## config.mk

```make
export PLATFORM = sky130hd
export DESIGN_NAME = axi_master_bridge_flat
export DESIGN_NICKNAME = d
export VERILOG_FILES = /design/src/rtl/axi_master_bridge_if.sv /design/src/rtl/axi_master_bridge.sv /design/src/flat_wrapper.sv
export SDC_FILE = /design/constraint.sdc
export NUM_CORES = 1
export LEC_CHECK = 0
export ABC_AREA = 1
export BUFFER_PORTS_ARGS = -buffer_cell sky130_fd_sc_hd__buf_2
export CORE_AREA = 4 4 130 132
export DETAILED_ROUTE_END_ITERATION = 10
export DIE_AREA = 0 0 134 136
export PLACE_DENSITY = 0.66
export SLEW_MARGIN = 20
export SYNTH_ARGS = -nofsm -noshare
export SYNTH_HDL_FRONTEND = slang
export SYNTH_SLANG_ARGS = --single-unit
```

## constraint.sdc

```tcl
create_clock -name clk -period 1.55 [get_ports clk]
set_input_delay 0.31 -clock clk [delete_from_list [all_inputs] [get_ports clk]]
set_output_delay 0.31 -clock clk [all_outputs]
set_load 0.02 [all_outputs]
```

## src/rtl/axi_master_bridge_if.sv

```systemverilog
// AXI4 master-side channel bundle between the bridge and the SoC crossbar.
// Ports (modport master = bridge view, modport slave = crossbar view):
//   AR/R  : arid araddr arlen arsize arburst arlock arcache arprot arvalid arready,
//           rdata rresp rlast rvalid rready
//   AW/W/B: awid awaddr awlen awsize awburst awlock awcache awprot awvalid awready,
//           wdata wstrb wlast wvalid wready, bresp bvalid bready
interface axi_master_bridge_if #(
    parameter int unsigned ID_W = 4
);
    logic [ID_W-1:0] arid;
    logic [31:0]     araddr;
    logic [7:0]      arlen;
    logic [2:0]      arsize;
    logic [1:0]      arburst;
    logic [1:0]      arlock;
    logic [3:0]      arcache;
    logic [2:0]      arprot;
    logic            arvalid;
    logic            arready;

    logic [31:0]     rdata;
    logic [1:0]      rresp;
    logic            rlast;
    logic            rvalid;
    logic            rready;

    logic [ID_W-1:0] awid;
    logic [31:0]     awaddr;
    logic [7:0]      awlen;
    logic [2:0]      awsize;
    logic [1:0]      awburst;
    logic [1:0]      awlock;
    logic [3:0]      awcache;
    logic [2:0]      awprot;
    logic            awvalid;
    logic            awready;

    logic [31:0]     wdata;
    logic [3:0]      wstrb;
    logic            wlast;
    logic            wvalid;
    logic            wready;

    logic [1:0]      bresp;
    logic            bvalid;
    logic            bready;

    modport master (
        output arid, araddr, arlen, arsize, arburst, arlock, arcache, arprot, arvalid,
        input  arready,
        input  rdata, rresp, rlast, rvalid,
        output rready,
        output awid, awaddr, awlen, awsize, awburst, awlock, awcache, awprot, awvalid,
        input  awready,
        output wdata, wstrb, wlast, wvalid,
        input  wready,
        input  bresp, bvalid,
        output bready
    );

    modport slave (
        input  arid, araddr, arlen, arsize, arburst, arlock, arcache, arprot, arvalid,
        output arready,
        output rdata, rresp, rlast, rvalid,
        input  rready,
        input  awid, awaddr, awlen, awsize, awburst, awlock, awcache, awprot, awvalid,
        output awready,
        input  wdata, wstrb, wlast, wvalid,
        output wready,
        output bresp, bvalid,
        input  bready
    );
endinterface

```

## src/rtl/axi_master_bridge.sv

```systemverilog
// Converts the cache-side level request bus into AXI4 master channels.
// One INCR read engine (1..16 beats) and one single-beat write engine, independent.
// Ports:
//   clk, rst                 clock, synchronous active-high reset
//   cache_ce_i               gates acceptance of new requests only
//   cache_ren_i/raddr/rlen   read request (held until last beat), cache_rready_i beat ready
//   cache_rdata_o/rvalid_o   per-beat data, combinational from the R channel
//   cache_wen_i/waddr/wdata  write request (held until cache_bvalid_o), cache_wvalid_i data valid
//   cache_bvalid_o           one-cycle write completion pulse
//   bus_err_o                sticky error (bad resp or burst length mismatch)
//   m_axi                    AXI4 master channels
module axi_master_bridge #(
    parameter int unsigned ID_W  = 4,
    parameter int unsigned RD_ID = 0,
    parameter int unsigned WR_ID = 1
) (
    input  logic        clk,
    input  logic        rst,
    input  logic        cache_ce_i,
    input  logic        cache_ren_i,
    input  logic        cache_rready_i,
    input  logic [31:0] cache_raddr_i,
    input  logic [3:0]  cache_rlen_i,
    output logic [31:0] cache_rdata_o,
    output logic        cache_rvalid_o,
    input  logic        cache_wen_i,
    input  logic [31:0] cache_waddr_i,
    input  logic [31:0] cache_wdata_i,
    input  logic        cache_wvalid_i,
    output logic        cache_bvalid_o,
    output logic        bus_err_o,
    axi_master_bridge_if.master m_axi
);
    localparam int unsigned ADDR_W = 32;
    localparam int unsigned DATA_W = 32;
    localparam int unsigned LEN_W  = 4;

    typedef enum logic [1:0] {R_IDLE, R_AR, R_DATA} rd_state_t;
    typedef enum logic [1:0] {W_IDLE, W_REQ, W_RESP} wr_state_t;

    rd_state_t         r_state, r_state_nxt;
    logic [ADDR_W-1:0] raddr_q, raddr_nxt;
    logic [LEN_W-1:0]  rlen_q, rlen_nxt;
    logic [LEN_W-1:0]  beat_q, beat_nxt;
    logic              r_hs_c;
    logic              r_err_c;

    wr_state_t         w_state, w_state_nxt;
    logic [ADDR_W-1:0] waddr_q, waddr_nxt;
    logic [DATA_W-1:0] wdata_q, wdata_nxt;
    logic              wdata_vld_q, wdata_vld_nxt;
    logic              aw_done_q, aw_done_nxt;
    logic              w_done_q, w_done_nxt;
    logic              aw_hs_c, w_hs_c, b_hs_c;
    logic              w_err_c;

    logic              bus_err_q;

    // Static AXI attributes: fixed IDs, 32-bit beats, INCR, normal access
    assign m_axi.arid    = ID_W'(RD_ID);
    assign m_axi.arsize  = 3'b010;
    assign m_axi.arburst = 2'b01;
    assign m_axi.arlock  = 2'b00;
    assign m_axi.arcache = 4'b0000;
    assign m_axi.arprot  = 3'b000;
    assign m_axi.awid    = ID_W'(WR_ID);
    assign m_axi.awlen   = 8'd0;
    assign m_axi.awsize  = 3'b010;
    assign m_axi.awburst = 2'b01;
    assign m_axi.awlock  = 2'b00;
    assign m_axi.awcache = 4'b0000;
    assign m_axi.awprot  = 3'b000;
    assign m_axi.wstrb   = 4'hF;
    assign m_axi.wlast   = 1'b1;

    // Read channel outputs
    assign m_axi.araddr  = raddr_q;
    assign m_axi.arlen   = {4'b0000, rlen_q};
    assign m_axi.arvalid = (r_state == R_AR);
    assign m_axi.rready  = (r_state == R_DATA) & cache_rready_i;
    assign r_hs_c        = m_axi.rvalid & m_axi.rready;
    assign cache_rdata_o  = m_axi.rdata;
    assign cache_rvalid_o = r_hs_c;

    // Write channel outputs; W data comes from the latch once captured
    assign m_axi.awaddr  = waddr_q;
    assign m_axi.awvalid = (w_state == W_REQ) & ~aw_done_q;
    assign m_axi.wvalid  = (w_state == W_REQ) & cache_wvalid_i & ~w_done_q;
    assign m_axi.wdata   = wdata_vld_q ? wdata_q : cache_wdata_i;
    assign m_axi.bready  = (w_state == W_RESP);
    assign aw_hs_c       = m_axi.awvalid & m_axi.awready;
    assign w_hs_c        = m_axi.wvalid & m_axi.wready;
    assign b_hs_c        = m_axi.bvalid & m_axi.bready;
    assign cache_bvalid_o = b_hs_c;

    assign bus_err_o = bus_err_q;

    // Read engine state register
    always_ff @(posedge clk) begin
        if (rst) begin
            r_state <= R_IDLE;
            raddr_q <= '0;
            rlen_q  <= '0;
            beat_q  <= '0;
        end else begin
            r_state <= r_state_nxt;
            raddr_q <= raddr_nxt;
            rlen_q  <= rlen_nxt;
            beat_q  <= beat_nxt;
        end
    end

    // Read engine next state; beat count cross-checks rlast position
    always_comb begin
        r_state_nxt = r_state;
        raddr_nxt   = raddr_q;
        rlen_nxt    = rlen_q;
        beat_nxt    = beat_q;
        r_err_c     = 1'b0;
        case (r_state)
            R_IDLE: begin
                if (cache_ce_i && cache_ren_i) begin
                    raddr_nxt   = cache_raddr_i;
                    rlen_nxt    = cache_rlen_i;
                    beat_nxt    = '0;
                    r_state_nxt = R_AR;
                end
            end
            R_AR: begin
                if (m_axi.arready) begin
                    r_state_nxt = R_DATA;
                end
            end
            R_DATA: begin
                if (r_hs_c) begin
                    beat_nxt = beat_q + LEN_W'(1);
                    if (m_axi.rresp != 2'b00) begin
                        r_err_c = 1'b1;
                    end
                    if (m_axi.rlast != (beat_q == rlen_q)) begin
                        r_err_c = 1'b1;
                    end
                    if (m_axi.rlast) begin
                        r_state_nxt = R_IDLE;
                    end
                end
            end
            default: r_state_nxt = R_IDLE;
        endcase
    end

    // Write engine state register
    always_ff @(posedge clk) begin
        if (rst) begin
            w_state     <= W_IDLE;
            waddr_q     <= '0;
            wdata_q     <= '0;
            wdata_vld_q <= 1'b0;
            aw_done_q   <= 1'b0;
            w_done_q    <= 1'b0;
        end else begin
            w_state     <= w_state_nxt;
            waddr_q     <= waddr_nxt;
            wdata_q     <= wdata_nxt;
            wdata_vld_q <= wdata_vld_nxt;
            aw_done_q   <= aw_done_nxt;
            w_done_q    <= w_done_nxt;
        end
    end

    // Write engine next state; AW and W may complete in any order
    always_comb begin
        w_state_nxt   = w_state;
        waddr_nxt     = waddr_q;
        wdata_nxt     = wdata_q;
        wdata_vld_nxt = wdata_vld_q;
        aw_done_nxt   = aw_done_q;
        w_done_nxt    = w_done_q;
        w_err_c       = 1'b0;
        case (w_state)
            W_IDLE: begin
                if (cache_ce_i && cache_wen_i) begin
                    waddr_nxt     = cache_waddr_i;
                    aw_done_nxt   = 1'b0;
                    w_done_nxt    = 1'b0;
                    // data presented together with the request is captured right away
                    wdata_vld_nxt = cache_wvalid_i;
                    if (cache_wvalid_i) begin
                        wdata_nxt = cache_wdata_i;
                    end
                    w_state_nxt   = W_REQ;
                end
            end
            W_REQ: begin
                if (cache_wvalid_i && !wdata_vld_q) begin
                    wdata_nxt     = cache_wdata_i;
                    wdata_vld_nxt = 1'b1;
                end
                if (aw_hs_c) begin
                    aw_done_nxt = 1'b1;
                end
                if (w_hs_c) begin
                    w_done_nxt = 1'b1;
                end
                if ((aw_done_q || aw_hs_c) && (w_done_q || w_hs_c)) begin
                    w_state_nxt = W_RESP;
                end
            end
            W_RESP: begin
                if (b_hs_c) begin
                    w_err_c     = (m_axi.bresp != 2'b00);
                    w_state_nxt = W_IDLE;
                end
            end
            default: w_state_nxt = W_IDLE;
        endcase
    end

    // Sticky error, cleared only by reset
    always_ff @(posedge clk) begin
        if (rst) begin
            bus_err_q <= 1'b0;
        end else begin
            bus_err_q <= bus_err_q | r_err_c | w_err_c;
        end
    end
endmodule

```

## src/flat_wrapper.sv

```systemverilog
// flat-port wrapper written by rule: the top's interface ports become plain ports
module axi_master_bridge_flat 
#(
    parameter int unsigned ID_W  = 4,
    parameter int unsigned RD_ID = 0,
    parameter int unsigned WR_ID = 1
)
  (clk, rst, cache_ce_i, cache_ren_i, cache_rready_i, cache_raddr_i, cache_rlen_i, cache_rdata_o, cache_rvalid_o, cache_wen_i, cache_waddr_i, cache_wdata_i, cache_wvalid_i, cache_bvalid_o, bus_err_o, m_axi_arid, m_axi_araddr, m_axi_arlen, m_axi_arsize, m_axi_arburst, m_axi_arlock, m_axi_arcache, m_axi_arprot, m_axi_arvalid, m_axi_arready, m_axi_rdata, m_axi_rresp, m_axi_rlast, m_axi_rvalid, m_axi_rready, m_axi_awid, m_axi_awaddr, m_axi_awlen, m_axi_awsize, m_axi_awburst, m_axi_awlock, m_axi_awcache, m_axi_awprot, m_axi_awvalid, m_axi_awready, m_axi_wdata, m_axi_wstrb, m_axi_wlast, m_axi_wvalid, m_axi_wready, m_axi_bresp, m_axi_bvalid, m_axi_bready);
  axi_master_bridge_if #(.ID_W(ID_W)) m_axi_i ();
  input  logic clk;
  input  logic rst;
  input  logic cache_ce_i;
  input  logic cache_ren_i;
  input  logic cache_rready_i;
  input  logic [31:0] cache_raddr_i;
  input  logic [3:0] cache_rlen_i;
  output logic [31:0] cache_rdata_o;
  output logic cache_rvalid_o;
  input  logic cache_wen_i;
  input  logic [31:0] cache_waddr_i;
  input  logic [31:0] cache_wdata_i;
  input  logic cache_wvalid_i;
  output logic cache_bvalid_o;
  output logic bus_err_o;
  output wire logic [$bits(m_axi_i.arid)-1:0] m_axi_arid;
  output wire logic [$bits(m_axi_i.araddr)-1:0] m_axi_araddr;
  output wire logic [$bits(m_axi_i.arlen)-1:0] m_axi_arlen;
  output wire logic [$bits(m_axi_i.arsize)-1:0] m_axi_arsize;
  output wire logic [$bits(m_axi_i.arburst)-1:0] m_axi_arburst;
  output wire logic [$bits(m_axi_i.arlock)-1:0] m_axi_arlock;
  output wire logic [$bits(m_axi_i.arcache)-1:0] m_axi_arcache;
  output wire logic [$bits(m_axi_i.arprot)-1:0] m_axi_arprot;
  output wire logic [$bits(m_axi_i.arvalid)-1:0] m_axi_arvalid;
  input wire logic [$bits(m_axi_i.arready)-1:0] m_axi_arready;
  input wire logic [$bits(m_axi_i.rdata)-1:0] m_axi_rdata;
  input wire logic [$bits(m_axi_i.rresp)-1:0] m_axi_rresp;
  input wire logic [$bits(m_axi_i.rlast)-1:0] m_axi_rlast;
  input wire logic [$bits(m_axi_i.rvalid)-1:0] m_axi_rvalid;
  output wire logic [$bits(m_axi_i.rready)-1:0] m_axi_rready;
  output wire logic [$bits(m_axi_i.awid)-1:0] m_axi_awid;
  output wire logic [$bits(m_axi_i.awaddr)-1:0] m_axi_awaddr;
  output wire logic [$bits(m_axi_i.awlen)-1:0] m_axi_awlen;
  output wire logic [$bits(m_axi_i.awsize)-1:0] m_axi_awsize;
  output wire logic [$bits(m_axi_i.awburst)-1:0] m_axi_awburst;
  output wire logic [$bits(m_axi_i.awlock)-1:0] m_axi_awlock;
  output wire logic [$bits(m_axi_i.awcache)-1:0] m_axi_awcache;
  output wire logic [$bits(m_axi_i.awprot)-1:0] m_axi_awprot;
  output wire logic [$bits(m_axi_i.awvalid)-1:0] m_axi_awvalid;
  input wire logic [$bits(m_axi_i.awready)-1:0] m_axi_awready;
  output wire logic [$bits(m_axi_i.wdata)-1:0] m_axi_wdata;
  output wire logic [$bits(m_axi_i.wstrb)-1:0] m_axi_wstrb;
  output wire logic [$bits(m_axi_i.wlast)-1:0] m_axi_wlast;
  output wire logic [$bits(m_axi_i.wvalid)-1:0] m_axi_wvalid;
  input wire logic [$bits(m_axi_i.wready)-1:0] m_axi_wready;
  input wire logic [$bits(m_axi_i.bresp)-1:0] m_axi_bresp;
  input wire logic [$bits(m_axi_i.bvalid)-1:0] m_axi_bvalid;
  output wire logic [$bits(m_axi_i.bready)-1:0] m_axi_bready;
  assign m_axi_arid = m_axi_i.arid;
  assign m_axi_araddr = m_axi_i.araddr;
  assign m_axi_arlen = m_axi_i.arlen;
  assign m_axi_arsize = m_axi_i.arsize;
  assign m_axi_arburst = m_axi_i.arburst;
  assign m_axi_arlock = m_axi_i.arlock;
  assign m_axi_arcache = m_axi_i.arcache;
  assign m_axi_arprot = m_axi_i.arprot;
  assign m_axi_arvalid = m_axi_i.arvalid;
  assign m_axi_i.arready = m_axi_arready;
  assign m_axi_i.rdata = m_axi_rdata;
  assign m_axi_i.rresp = m_axi_rresp;
  assign m_axi_i.rlast = m_axi_rlast;
  assign m_axi_i.rvalid = m_axi_rvalid;
  assign m_axi_rready = m_axi_i.rready;
  assign m_axi_awid = m_axi_i.awid;
  assign m_axi_awaddr = m_axi_i.awaddr;
  assign m_axi_awlen = m_axi_i.awlen;
  assign m_axi_awsize = m_axi_i.awsize;
  assign m_axi_awburst = m_axi_i.awburst;
  assign m_axi_awlock = m_axi_i.awlock;
  assign m_axi_awcache = m_axi_i.awcache;
  assign m_axi_awprot = m_axi_i.awprot;
  assign m_axi_awvalid = m_axi_i.awvalid;
  assign m_axi_i.awready = m_axi_awready;
  assign m_axi_wdata = m_axi_i.wdata;
  assign m_axi_wstrb = m_axi_i.wstrb;
  assign m_axi_wlast = m_axi_i.wlast;
  assign m_axi_wvalid = m_axi_i.wvalid;
  assign m_axi_i.wready = m_axi_wready;
  assign m_axi_i.bresp = m_axi_bresp;
  assign m_axi_i.bvalid = m_axi_bvalid;
  assign m_axi_bready = m_axi_i.bready;
  axi_master_bridge #(.ID_W(ID_W), .RD_ID(RD_ID), .WR_ID(WR_ID)) u_core (.clk(clk), .rst(rst), .cache_ce_i(cache_ce_i), .cache_ren_i(cache_ren_i), .cache_rready_i(cache_rready_i), .cache_raddr_i(cache_raddr_i), .cache_rlen_i(cache_rlen_i), .cache_rdata_o(cache_rdata_o), .cache_rvalid_o(cache_rvalid_o), .cache_wen_i(cache_wen_i), .cache_waddr_i(cache_waddr_i), .cache_wdata_i(cache_wdata_i), .cache_wvalid_i(cache_wvalid_i), .cache_bvalid_o(cache_bvalid_o), .bus_err_o(bus_err_o), .m_axi(m_axi_i));
endmodule
```

==> metrics.md <==
| Metric | Value |
|---|---|
| Ys Warns | 0 |
| Fill cells | 1613 |
| Dpl cell area | 0.006196 sq mm |
| Final Cell Area | 0.006854 sq mm |
| Post-DP HPWL | 11120 microns |
| Initial antenna violation count | 1 |
| Final core occ | 43.62% |
| WP data required | 1.24 ns |
| Commonest non-fill, non-tap cells in the layout | 203 x nor2_1, 190 x buf_2, 121 x nand2_1, 109 x dfxtp_1, 65 x o21ai_1 |
| Synthesized flop and latch total | 112 |
| Remaining Overflow, GRT | 0 |
| Crit path launch | u_core.wdata_vld_q |
| Layout overhead on the synthesized area | 30.90% |
| Status | finished, violations left |
| Setup Skew | 0.007380 ns |
| Post-Syn Instances | 749 |
| Final Hold Viols | 0 |
| Distinct cells, synth | 27 |
| Drt wl/cell | 13.12 microns |
| Period utilization | 100.1% |
| Clk Latency, worst-skew pair | 0.34 ns |
| Worst-path clk slew | 0.08 ns |
| Failing checks | negative setup slack |
| Die X | 134 microns |
| GPL Wtd Cong | 0.7636 |
| Hold/Removal Path Class | in2reg |
| Pwr/cell area | 1029 mW/mm^2 |
| Max Cap Violations | 0 |
| Core Area | 0.01571 sq mm |
| Post-synthesis area per instance | 6.991 sq um |
| Worst Path Buf+Inv | 3 |
| Cts bufs inserted | 9 |
| Final std cells w/o fill | 1161 |
| TritonCTS clock tree | yes |
| Antenna viol nets, final | 0 |
| Fin. max-slew vios | 0 |
| Maximum buffer depth of the clock tree | 2 |
| Family with the most delay on the worst path | buffers and inverters |
| Crit Path Max Fanout | 8 |
| Maximum VDD drop | 442.1 uV |
| CTS Sinks | 112 |
| R2R setup slack | 0.08 ns |
| Worst r2r src | u_core.r_state[0] |
| Ranking of synthesized cells by area | dfxtp_1 43%, nor2_1 15%, buf_4 13%, nand2_1 9.5%, o21ai_1 6.2% |
| Via Count | 4988 |
| Crit end category | output pin |
| Commonest non-fill, non-tap cell in the layout | nor2_1 |
| Die area | 0.01822 sq mm |
| # port buffers | 224 |
| Total power | 7.050 mW |
| Row count | 46 |
| ANT cells | 0 |
| Top cell type's share of synthesized area | 42.82% |
| Iteration count of the initial detailed-routing pass | 4 |
| Max incr delay on CP | 0.37 ns |
| Clock Tree Root | clkbuf_16 |
| H-tree depth | 3 |
| Fin crit period | 1.552 ns |
| Layout Nets | 1091 |
| Reg2Reg Depth | 12 |
| Min-Delay Startpoint | cache_raddr_i[1] |
| Cell area after synthesis | 0.005236 sq mm |
| Pleak | 3.513 nW |
| Final worst slack | -0.001639 ns |
| Seq/Total Area, Yosys | 42.82% |
| Initial core utilization | 33.33% |
| Synth area leader | dfxtp_1 |
| Die Y | 136 microns |
| Drt drc | 0 |
| Layout cells sized above 1 | 32.17% |
| Avg Vias per Cell | 4.296 |
| Worst Setup EP | m_axi_wdata[19] |
| Critical path depth in cells | 5 |
| Max Fclk | 0.6445 GHz |
| Largest net degree at the start of global routing | 61 |
| Post-Place Worst Slack | 0.1731 ns |
| Setup crit start kind | register |
| Unrepaired setup endpoints after global routing | yes |
| Vias in the first global route | 4713 |
| Cell Chain, Critical Path | inv_6 -> clkbuf_16 -> nand2_1 -> nand2_2 -> buf_6 |
| Reg-to-Reg End | u_core.beat_q[0] |
| DRT iter0 DRCs | 190 |
| GRT Util Overall | 15.61% |
| Setup-failing EPs final | 1 |
| Post-Route WL | 15240 microns |
| I/O Pins | 342 |
| Placed instance count | 1134 |
| Worst setup path class | reg2out |
| First-pass GRT wire length | 22900 microns |
| CP Data Arrival Time | 1.24 ns |
| Critical path's slowest cell | dfxtp_4 |
==> per-stage QoR <==
step | hold slack (ns) | TNS (ns)
2_1_floorplan | 0.4449 | 0
6_report | 0.1770 | -0.001639
5_1_grt | 0.1684 | -1.470
3_5_place_dp | 0.4673 | 0
4_1_cts | 0.1613 | -0.06227
3_3_place_gp | 0.4562 | 0
==> metal layers <==
metal / GRT usage, % / part of all wire [%] / vias to the layer above
met5: 0 / 0.085 / -
met4: 5.829 / 1.9 / 2
met3: 5.625 / 9.5 / 26
met2: 27.34 / 48 / 210
met1: 17.43 / 40 / 2176
li1: - / - / 2574
==> layout make-up <==
cell class / count / area [sq um] / area share (%)
Multi-Input combinational cell: 529 / 2252 / 32.86
Sequential cell: 112 / 2248 / 32.80
Timing Repair Buffer: 254 / 1664 / 24.28
Tap cell: 216 / 270.3 / 3.943
Clock buffer: 10 / 239.0 / 3.487
Inverter: 35 / 138.9 / 2.026
Clock inverter: 5 / 41.29 / 0.6024
==> timing repair <==
action                     in CTS  in global routing
setup buffers                   9                  0
hold buffers                    0                  0
gates cloned                    1                  2
setup endpoints to repair      33                 38
pin swaps                       2                  2
gates resized for setup        62                 20
==> registers in the layout (all words and copies together) (netlist names) <==
signal,count
u_core.aw_done_q,1
u_core.r_state,2
u_core.m_axi.araddr,32
u_core.bus_err_o,1
u_core.wdata_q,32
u_core.rlen_q,4
u_core.beat_q,4
u_core.w_state,2
u_core.m_axi.awaddr,32
u_core.wdata_vld_q,1
u_core.w_done_q,1
==> synthesized netlist by cell type <==
master / n
a21o_1: 1
a21oi_1: 15
buf_2: 13
buf_4: 91
buf_6: 3
clkbuf_1: 17
conb_1: 2
dfxtp_1: 112
ha_1: 1
inv_1: 26
inv_2: 8
inv_4: 1
nand2_1: 132
nand2_2: 2
nand3_1: 5
nand3_2: 1
nand4_1: 1
nor2_1: 205
nor2_2: 1
nor2_4: 1
nor3_1: 2
nor3_2: 1
nor3b_1: 1
o21ai_0: 40
o21ai_1: 65
o21ai_4: 1
or2_2: 1
==> power breakdown <==
group / total, mW / switching (mW) / internal (mW)
sequential: 3.20 / 0.110 / 3.09
combinational: 1.64 / 1.01 / 0.626
clock: 2.22 / 1.08 / 1.14
==> cell families after synthesis <==
kind of cell | count (synthesis) | share of synthesized area (%)
buffers and inverters | 159 | 18.71
adder cells (fa/ha/maj) | 1 | 0.2389
AND/OR/NAND/NOR | 353 | 26.17
other | 2 | 0.1434
flip-flops | 112 | 42.82
AO/OA/AOI/OAI | 122 | 11.92
==> worst reg2reg max path: stages, from the launching register on <==
cell     delay, ns
dfxtp_2       0.33
inv_2         0.08
nand2_4       0.06
nor2_4        0.09
nand2_2       0.06
buf_4         0.13
buf_4         0.12
buf_4         0.12
buf_4         0.12
buf_4         0.12
a21oi_2       0.09
o21ai_1       0.06
inv_1         0.05
==> how the worst min path moves through the flow <==
stage                              endpoint  cells after the start
floorplan            u_core.m_axi.araddr[0]                      2
global placement    u_core.m_axi.awaddr[29]                      2
detailed placement  u_core.m_axi.awaddr[29]                      2
CTS                  u_core.m_axi.araddr[1]                      3
global route        u_core.m_axi.araddr[25]                      3
finish               u_core.m_axi.araddr[1]                      3
(Power assumes the default switching activity.)
